**config.mk**
```make
export PLATFORM = sky130hd
export DESIGN_NAME = axis_bist_pkt_gen_flat
export DESIGN_NICKNAME = d
export VERILOG_FILES = /design/src/rtl/axis_bist_pkt_gen_pkg.sv /design/src/rtl/axis_bist_pkt_gen_if.sv /design/src/rtl/axis_bist_pkt_gen_pattern_src.sv /design/src/rtl/axis_bist_pkt_gen.sv /design/src/flat_wrapper.sv
export SDC_FILE = /design/constraint.sdc
export NUM_CORES = 1
export LEC_CHECK = 0
export CELL_PAD_IN_SITES_DETAIL_PLACEMENT = 1
export CELL_PAD_IN_SITES_GLOBAL_PLACEMENT = 1
export CORE_ASPECT_RATIO = 0.7
export CORE_MARGIN = 3
export CORE_UTILIZATION = 30
export DETAILED_ROUTE_END_ITERATION = 8
export PLACE_DENSITY_LB_ADDON = 0.05
export SLEW_MARGIN = 20
export SYNTH_ARGS = -nofsm -noshare
export SYNTH_HDL_FRONTEND = slang
export SYNTH_SLANG_ARGS = --single-unit
```
**constraint.sdc**
```tcl
create_clock -name clk -period 3.3 [get_ports clk]
set_input_delay 0.495 -clock clk [delete_from_list [all_inputs] [get_ports clk]]
set_output_delay 0.495 -clock clk [all_outputs]
set_load 0.02 [all_outputs]
```
**src/rtl/axis_bist_pkt_gen_pkg.sv**
```systemverilog
// Shared definitions for the BIST packet generator and its future checker:
// register offsets, pattern/state encodings and the payload LFSR.
package bist_pkg;

  localparam int REG_CTRL = 0;
  localparam int REG_CFG  = 1;
  localparam int REG_GAP  = 2;
  localparam int REG_SID  = 3;

  typedef enum logic [1:0] {
    PAT_ZERO = 2'd0,
    PAT_ONES = 2'd1,
    PAT_RAMP = 2'd2,
    PAT_PRBS = 2'd3
  } pattern_e;

  typedef enum logic [2:0] {
    ST_IDLE = 3'd0,
    ST_HDR  = 3'd1,
    ST_DATA = 3'd2,
    ST_GAP  = 3'd3,
    ST_DONE = 3'd4
  } state_e;

  // Fibonacci taps 64,63,61,60 map to bits 63,62,60,59.
  localparam logic [63:0] LFSR_TAPS = 64'hD800_0000_0000_0000;

  function automatic logic [63:0] lfsr64_next(input logic [63:0] s);
    return {s[62:0], ^(s & LFSR_TAPS)};
  endfunction

endpackage

```
**src/rtl/axis_bist_pkt_gen_if.sv**
```systemverilog
// 64-bit AXI-Stream link out of the BIST generator.
// A beat transfers on a rising clk edge where tvalid && tready; once tvalid
// is high the source holds tdata/tlast/tvalid unchanged until that transfer.
interface axis_bist_pkt_gen_if;
  logic [63:0] tdata;
  logic        tlast;
  logic        tvalid;
  logic        tready;

  modport master (output tdata, output tlast, output tvalid, input tready);
  modport slave  (input tdata, input tlast, input tvalid, output tready);
endinterface

```
**src/rtl/axis_bist_pkt_gen_pattern_src.sv**
```systemverilog
// Payload word source: the current word is presented on o_word; i_init
// reseeds at run start and i_adv steps to the next word after it is used.
module bist_pattern_src
  import bist_pkg::*;
(
  input  logic        clk,
  input  logic        rst_n,
  input  logic        i_init,
  input  logic        i_adv,
  input  pattern_e    i_pat,
  input  logic [31:0] i_sid,
  output logic [63:0] o_word
);

  logic [63:0] r_cnt;
  logic [63:0] r_lfsr;

  always_ff @(posedge clk or negedge rst_n) begin
    if (!rst_n) begin
      r_cnt  <= '0;
      r_lfsr <= '0;
    end else if (i_init) begin
      r_cnt  <= '0;
      r_lfsr <= {i_sid, ~i_sid};
    end else if (i_adv) begin
      r_cnt  <= r_cnt + 64'd1;
      r_lfsr <= lfsr64_next(r_lfsr);
    end
  end

  always_comb begin
    o_word = '0;
    case (i_pat)
      PAT_ZERO: o_word = '0;
      PAT_ONES: o_word = '1;
      PAT_RAMP: o_word = r_cnt;
      PAT_PRBS: o_word = r_lfsr;
      default:  o_word = '0;
    endcase
  end

endmodule

```
**src/rtl/axis_bist_pkt_gen.sv**
```systemverilog
// CVITA-framed BIST packet generator: settings-bus programmed length, count,
// payload pattern and inter-packet gap, emitted over a 64-bit AXI-Stream.
module axis_bist_pkt_gen
  import bist_pkg::*;
#(
  parameter int SR_BASE   = 0,
  parameter int SR_AWIDTH = 8,
  parameter int SR_DWIDTH = 32
) (
  input  logic                 clk,
  input  logic                 rst_n,
  input  logic                 set_stb,
  input  logic [SR_AWIDTH-1:0] set_addr,
  input  logic [SR_DWIDTH-1:0] set_data,
  axis_bist_pkt_gen_if.master  m_axis,
  output logic                 running,
  output logic                 done,
  output logic [31:0]          pkt_cnt,
  output state_e               o_dbg_state
);

  localparam logic [SR_AWIDTH-1:0] A_CTRL = SR_AWIDTH'(SR_BASE + REG_CTRL);
  localparam logic [SR_AWIDTH-1:0] A_CFG  = SR_AWIDTH'(SR_BASE + REG_CFG);
  localparam logic [SR_AWIDTH-1:0] A_GAP  = SR_AWIDTH'(SR_BASE + REG_GAP);
  localparam logic [SR_AWIDTH-1:0] A_SID  = SR_AWIDTH'(SR_BASE + REG_SID);

  // Shadow registers written by the bus; copied into run registers on go.
  logic        r_sh_ramp;
  logic [9:0]  r_sh_nwords;
  logic [17:0] r_sh_num;
  logic [7:0]  r_sh_gap;
  logic [31:0] r_sh_sid;

  logic        r_ramp, r_cont, r_stop_req;
  logic [9:0]  r_nmax, r_cur_n, r_word_idx;
  logic [17:0] r_num_pkts;
  logic [7:0]  r_gap, r_gap_cnt;
  logic [31:0] r_sid, r_pkt_cnt;
  logic [11:0] r_seq;
  pattern_e    r_pat;
  state_e      r_state, w_next;

  logic        w_ctrl_wr, w_start, w_halt, w_beat, w_last_word, w_pkt_end, w_cnt_reached;
  logic [9:0]  w_sh_nmax;
  logic [15:0] w_len;
  logic [63:0] w_pat_word;

  assign w_ctrl_wr     = set_stb && (set_addr == A_CTRL);
  assign w_start       = w_ctrl_wr && set_data[0] && (r_state == ST_IDLE || r_state == ST_DONE);
  assign w_halt        = w_ctrl_wr && !set_data[0];
  assign w_beat        = m_axis.tvalid && m_axis.tready;
  assign w_last_word   = (r_word_idx == r_cur_n);
  assign w_pkt_end     = (r_state == ST_DATA) && w_beat && w_last_word;
  assign w_cnt_reached = !r_cont && ((r_pkt_cnt + 32'd1) == {14'd0, r_num_pkts});
  assign w_sh_nmax     = (r_sh_nwords == 10'd0) ? 10'd1 : r_sh_nwords;
  assign w_len         = 16'({r_cur_n, 3'b000}) + 16'd8;

  bist_pattern_src u_pat (
    .clk    (clk),
    .rst_n  (rst_n),
    .i_init (w_start),
    .i_adv  ((r_state == ST_DATA) && w_beat),
    .i_pat  (r_pat),
    .i_sid  (r_sh_sid),
    .o_word (w_pat_word)
  );

  always_comb begin
    w_next        = r_state;
    m_axis.tvalid = 1'b0;
    m_axis.tlast  = 1'b0;
    m_axis.tdata  = '0;
    case (r_state)
      ST_IDLE, ST_DONE: begin
        if (w_start)
          w_next = (!set_data[1] && r_sh_num == 18'd0) ? ST_DONE : ST_HDR;
        else if (w_halt)
          w_next = ST_IDLE;
      end
      ST_HDR: begin
        m_axis.tvalid = 1'b1;
        m_axis.tdata  = {2'b00, 1'b0, 1'b0, r_seq, w_len, r_sid};
        if (w_beat) w_next = ST_DATA;
      end
      ST_DATA: begin
        m_axis.tvalid = 1'b1;
        m_axis.tdata  = w_pat_word;
        m_axis.tlast  = w_last_word;
        if (w_pkt_end) begin
          if (r_stop_req || w_cnt_reached) w_next = ST_DONE;
          else if (r_gap == 8'd0)          w_next = ST_HDR;
          else                             w_next = ST_GAP;
        end
      end
      ST_GAP: begin
        if (r_stop_req)              w_next = ST_DONE;
        else if (r_gap_cnt == 8'd0)  w_next = ST_HDR;
      end
      default: w_next = ST_IDLE;
    endcase
  end

  always_ff @(posedge clk or negedge rst_n) begin
    if (!rst_n) begin
      r_state    <= ST_IDLE;
      r_sh_ramp  <= 1'b0;
      r_sh_nwords <= '0;
      r_sh_num   <= '0;
      r_sh_gap   <= '0;
      r_sh_sid   <= '0;
      r_ramp     <= 1'b0;
      r_cont     <= 1'b0;
      r_stop_req <= 1'b0;
      r_nmax     <= '0;
      r_cur_n    <= '0;
      r_word_idx <= '0;
      r_num_pkts <= '0;
      r_gap      <= '0;
      r_gap_cnt  <= '0;
      r_sid      <= '0;
      r_pkt_cnt  <= '0;
      r_seq      <= '0;
      r_pat      <= PAT_ZERO;
    end else begin
      r_state <= w_next;
      if (set_stb && set_addr == A_CFG) begin
        r_sh_ramp   <= set_data[31];
        r_sh_nwords <= set_data[30:21];
        r_sh_num    <= set_data[17:0];
      end
      if (set_stb && set_addr == A_GAP) r_sh_gap <= set_data[7:0];
      if (set_stb && set_addr == A_SID) r_sh_sid <= set_data[31:0];

      if (w_start) begin
        r_ramp     <= r_sh_ramp;
        r_nmax     <= w_sh_nmax;
        r_cur_n    <= r_sh_ramp ? 10'd1 : w_sh_nmax;
        r_num_pkts <= r_sh_num;
        r_gap      <= r_sh_gap;
        r_sid      <= r_sh_sid;
        r_cont     <= set_data[1];
        r_pat      <= pattern_e'(set_data[5:4]);
        r_word_idx <= 10'd1;
        r_seq      <= '0;
        r_pkt_cnt  <= '0;
        r_stop_req <= 1'b0;
      end else if (w_halt && running) begin
        r_stop_req <= 1'b1;
      end

      if ((r_state == ST_DATA) && w_beat) begin
        if (w_last_word) begin
          r_word_idx <= 10'd1;
          r_seq      <= r_seq + 12'd1;
          if (r_pkt_cnt != 32'hFFFF_FFFF) r_pkt_cnt <= r_pkt_cnt + 32'd1;
          if (r_ramp) r_cur_n <= (r_cur_n >= r_nmax) ? 10'd1 : r_cur_n + 10'd1;
        end else begin
          r_word_idx <= r_word_idx + 10'd1;
        end
      end

      // The GAP state lasts r_gap cycles: counter runs gap-1 down to 0.
      if (w_pkt_end)
        r_gap_cnt <= r_gap - 8'd1;
      else if (r_state == ST_GAP && r_gap_cnt != 8'd0)
        r_gap_cnt <= r_gap_cnt - 8'd1;
    end
  end

  assign running     = (r_state == ST_HDR) || (r_state == ST_DATA) || (r_state == ST_GAP);
  assign done        = (r_state == ST_DONE);
  assign pkt_cnt     = r_pkt_cnt;
  assign o_dbg_state = r_state;

endmodule
```
**src/flat_wrapper.sv**
```systemverilog
// flat-port wrapper written by rule: the top's interface ports become plain ports
module axis_bist_pkt_gen_flat import bist_pkg::*;
#(
  parameter int SR_BASE   = 0,
  parameter int SR_AWIDTH = 8,
  parameter int SR_DWIDTH = 32
)
  (clk, rst_n, set_stb, set_addr, set_data, running, done, pkt_cnt, o_dbg_state, m_axis_tdata, m_axis_tlast, m_axis_tvalid, m_axis_tready);
  axis_bist_pkt_gen_if m_axis_i ();
  input  logic clk;
  input  logic rst_n;
  input  logic set_stb;
  input  logic [SR_AWIDTH-1:0] set_addr;
  input  logic [SR_DWIDTH-1:0] set_data;
  output logic running;
  output logic done;
  output logic [31:0] pkt_cnt;
  output state_e o_dbg_state;
  output wire logic [$bits(m_axis_i.tdata)-1:0] m_axis_tdata;
  output wire logic [$bits(m_axis_i.tlast)-1:0] m_axis_tlast;
  output wire logic [$bits(m_axis_i.tvalid)-1:0] m_axis_tvalid;
  input wire logic [$bits(m_axis_i.tready)-1:0] m_axis_tready;
  assign m_axis_tdata = m_axis_i.tdata;
  assign m_axis_tlast = m_axis_i.tlast;
  assign m_axis_tvalid = m_axis_i.tvalid;
  assign m_axis_i.tready = m_axis_tready;
  axis_bist_pkt_gen #(.SR_BASE(SR_BASE), .SR_AWIDTH(SR_AWIDTH), .SR_DWIDTH(SR_DWIDTH)) u_core (.clk(clk), .rst_n(rst_n), .set_stb(set_stb), .set_addr(set_addr), .set_data(set_data), .m_axis(m_axis_i), .running(running), .done(done), .pkt_cnt(pkt_cnt), .o_dbg_state(o_dbg_state));
endmodule
```
==> results.md <==
* Status: complete, no violations
* Post-DP HPWL at 52.34 mm
* Switching Power at 2.268 mW
* Min cycle time layout at 3.227 ns
* Worst hold path type: flip-flop to flip-flop
* Reg power frac at 45.8%
* Max-slew violations at 0
* Row cnt at 74
* Die area at 63890 µm²
* Crit path DAT at 2.73 ns
* Layout fillers at 6742
* Int Pwr at 7.310 mW
* Primary FF master, synth: dfrtp_1
* H-tree depth at 2
* Final worst path period share at 97.79%
* Post-synthesis cell type count at 63
* Sw Share at 23.68%
* Asr flop ratio synth at 100.0%
* Post-Syn Area at 18260 µm²
* Clock-pin slew on the worst setup and hold paths at 0.06 ns
* Clock Skews at 0.01844 ns
* Clock power share at 50.0%
* Clock buffer depth at 3
* CTS Buf Count at 40
* Post-synthesis sequential area ratio at 47.29%
* Clock Latency Late Sink at 0.57 ns
* CTS tree: done
* Ys Warns at 0
* Most frequent cells in the layout: 336 x dfrtp_1, 334 x nand2_1, 151 x nor2_1
* Initial drt markers at 1148
* Drt total wl at 71.05 mm
* Share of the synthesized area in the top cell type at 47.29%
* First-pass GRT wire length at 107.9 mm
* Max cap viols at 0
* CP Class: flip-flop to output pin
* Vias in the first global route at 16150
* CP endpoint kind: output pin
* Final ANT Viol Nets at 0
* Port bufs at 146
* Sequential Area at 8650 µm²
* Nets at 2206
* Dominant cell type by area after synthesis: dfrtp_1
* DP Area at 21420 µm²
* Layout cells sized above 1 at 13.89%
* Die Ht at 212.4 µm
* Worst Tran Pin Value at 0.6856 ns
* Most common cell after layout, fill and taps aside: dfrtp_1
* Combinational cell fraction of total power at 4.2%
* Critical path startpoint category: flip-flop
* Synth top area cells: dfrtp_1 47%, nand2_1 6.9%, mux2i_1 6.4%, mux2_2 4.3%, o21ai_0 4.0%
* Syn Area/Cell at 9.381 µm²
* Die X-Extent at 300.8 µm
* Initial Utilization at 30.81%
* Total core area at 59260 µm²
* # DRC at 0
* Fin area at 22960 µm²
* Final Wtd Congestion at 0.8684
* Clock Tree Root: clkbuf_16
* RSZ-0062 raised after global routing: false
* Synthesis-stage register bit count at 345
* P_leak at 10.49 nW
* Final hold vios at 0
* Worst slew margin at 53.87%
* Final Setup Violations at 0
* Synthesis-to-finish area growth at 25.75%
* Total design power at 9.578 mW
* WP data required at 2.80 ns
* Routed vias at 15910
* Maximum vdd drop at 229.9 µV
* Mapped Nets at 2006
* Number of synthesized flops with an enable pin at 0
* Fin util at 38.74%
* Drt first pass iters at 5
* GRT Residual Overflow at 0
* Mapped Cells at 1946
* Post-route setup TNS at 0 ns
* Fmax achieved at 309.9 MHz
* Pin count of the biggest net entering global routing at 66
* Per-cell routed wire length at 23.89 µm
* Crit path max fanout at 22
* Pwr dens at 417.2 nW/µm²
* Area of the multi-input gates at 9166 µm²
* Antenna violations before repair at 5
* Total track usage at 22.27%
* Clock sinks at 345
* I/O Pins at 147
* Via-to-Cell Ratio at 5.348
[synth_stat cells (3+ instances only)]
cell	count
dfrtp_1	345
nand2_1	335
nor2_1	153
o21ai_0	147
mux2i_1	116
clkbuf_1	71
mux2_2	69
nand3_1	65
a21oi_1	58
xnor2_1	55
a22o_1	49
xor2_1	48
nand4_1	39
nor3_1	39
and3_1	35
inv_1	32
a21boi_0	31
buf_2	27
or3_1	27
nor4_1	25
o31ai_1	18
ha_1	16
and4_1	15
buf_1	13
and2_1	11
a31oi_1	10
o211ai_1	9
o22ai_1	8
nor2b_1	7
a211oi_1	5
nand3b_1	5
o32ai_1	5
or2_2	5
a32oi_1	4
nand2b_1	4
a21o_1	3
nor4_2	3
o221ai_1	3
o31a_1	3
[cell type report]
class | count | share of cell area, %
multi-input combinational | 1457 | 39.93
sequential | 345 | 37.68
timing repair buffer | 270 | 11.54
clock buffer | 53 | 4.835
tap | 798 | 4.349
clock inverter | 18 | 1.128
inverter | 32 | 0.5232
antenna | 1 | 0.01090
[power by group through the flow]
stage | Sequential, mW | Combinational, mW | Clock, mW
2_1_floorplan | 4.43 | 0.138 | 0
3_3_place_gp | 4.46 | 0.398 | 0
3_5_place_dp | 4.46 | 0.404 | 0
4_1_cts | 4.39 | 0.410 | 4.94
5_1_grt | 4.39 | 0.445 | 5.12
6_report | 4.39 | 0.400 | 4.79
[stage by stage]
step,hold slack (ns),setup WS [ns],instances
5_1_grt,0.4999,0.0004801,2974
6_report,0.4693,0.07288,2974
3_5_place_dp,0.4611,0.08448,2898
4_1_cts,0.4742,0.003262,2973
3_3_place_gp,0.4518,0.07738,2898
2_1_floorplan,0.1994,0.2853,1946
[cells by family (layout without fill, tap and decap cells)]
kind of cell / after synthesis / after routing / synth area share [%]
simple gates: 782 / 782 / 20.02
compound gates: 371 / 371 / 12.87
flops: 345 / 345 / 47.29
mux: 185 / 185 / 10.62
buf+inv: 144 / 373 / 3.167
xor+xnor: 103 / 103 / 4.942
fa+ha+maj: 16 / 16 / 1.097
other cells: 0 / 1 / 0
[registers in the layout (all words and copies together) (netlist names)]
name and count:
u_core.r_cont 1, u_core.r_cur_n 10, u_core.r_ramp 1, u_core.r_num_pkts 18, u_core.r_sh_num 18, u_core.r_sh_ramp 1, u_core.r_sid 32, u_core.o_dbg_state 3
u_core.r_nmax 10, u_core.pkt_cnt 32, u_core.u_pat.r_lfsr 64, u_core.u_pat.r_cnt 64, u_core.r_seq 12, u_core.r_sh_nwords 10, u_core.r_sh_gap 8, u_core.r_gap_cnt 8
u_core.r_stop_req 1, u_core.r_word_idx 10, u_core.r_gap 8, u_core.r_pat 2, u_core.r_sh_sid 32
[per-layer routing]
| layer | GRT usage [%] | up-vias | part of all wire (%) | wire length, µm |
|---|---|---|---|---|
| li1 | - | 7292 | - | - |
| met1 | 35.67 | 8186 | 52 | 37260 |
| met4 | 4.899 | 0 | 1.9 | 1328 |
| met2 | 30.92 | 352 | 41 | 28950 |
| met3 | 3.471 | 75 | 4.9 | 3504 |
| met5 | 0 | - | 0 | 0 |
[timing repair]
item,CTS,global route
resized for setup,14,23
buffers inserted,3,0
endpoints found under the hold margin,59,0
pin swaps,2,0
hold buffers,1,0
endpoints found under the setup margin,56,27
[worst max-delay path, cell delays in order, from the launching register on]
cell	delay [ns]
dfrtp_1	0.44
nand2b_1	0.24
buf_4	0.18
nor2_4	0.12
buf_12	0.13
buf_8	0.22
a22o_1	0.21
clkdlybuf4s50_1	0.61
[final timing paths]
check | cells past startpoint | slack, ns | to | start
max in group asynchronous | 3 | 1.92 | u_core.r_cur_n[0] | rst_n
worst max-delay path | 7 | 0.07 | m_axis_tdata[29] | u_core.o_dbg_state[2]
min in group asynchronous | 2 | 0.50 | u_core.r_seq[8] | rst_n
worst min-delay path | 2 | 0.47 | u_core.r_sid[18] | u_core.r_sid[18]
worst max register to register | 8 | 0.21 | u_core.o_dbg_state[0] | u_core.pkt_cnt[6]
worst min register to register | 2 | 0.47 | u_core.r_sid[18] | u_core.r_sid[18]
(Power assumes the default switching activity.)
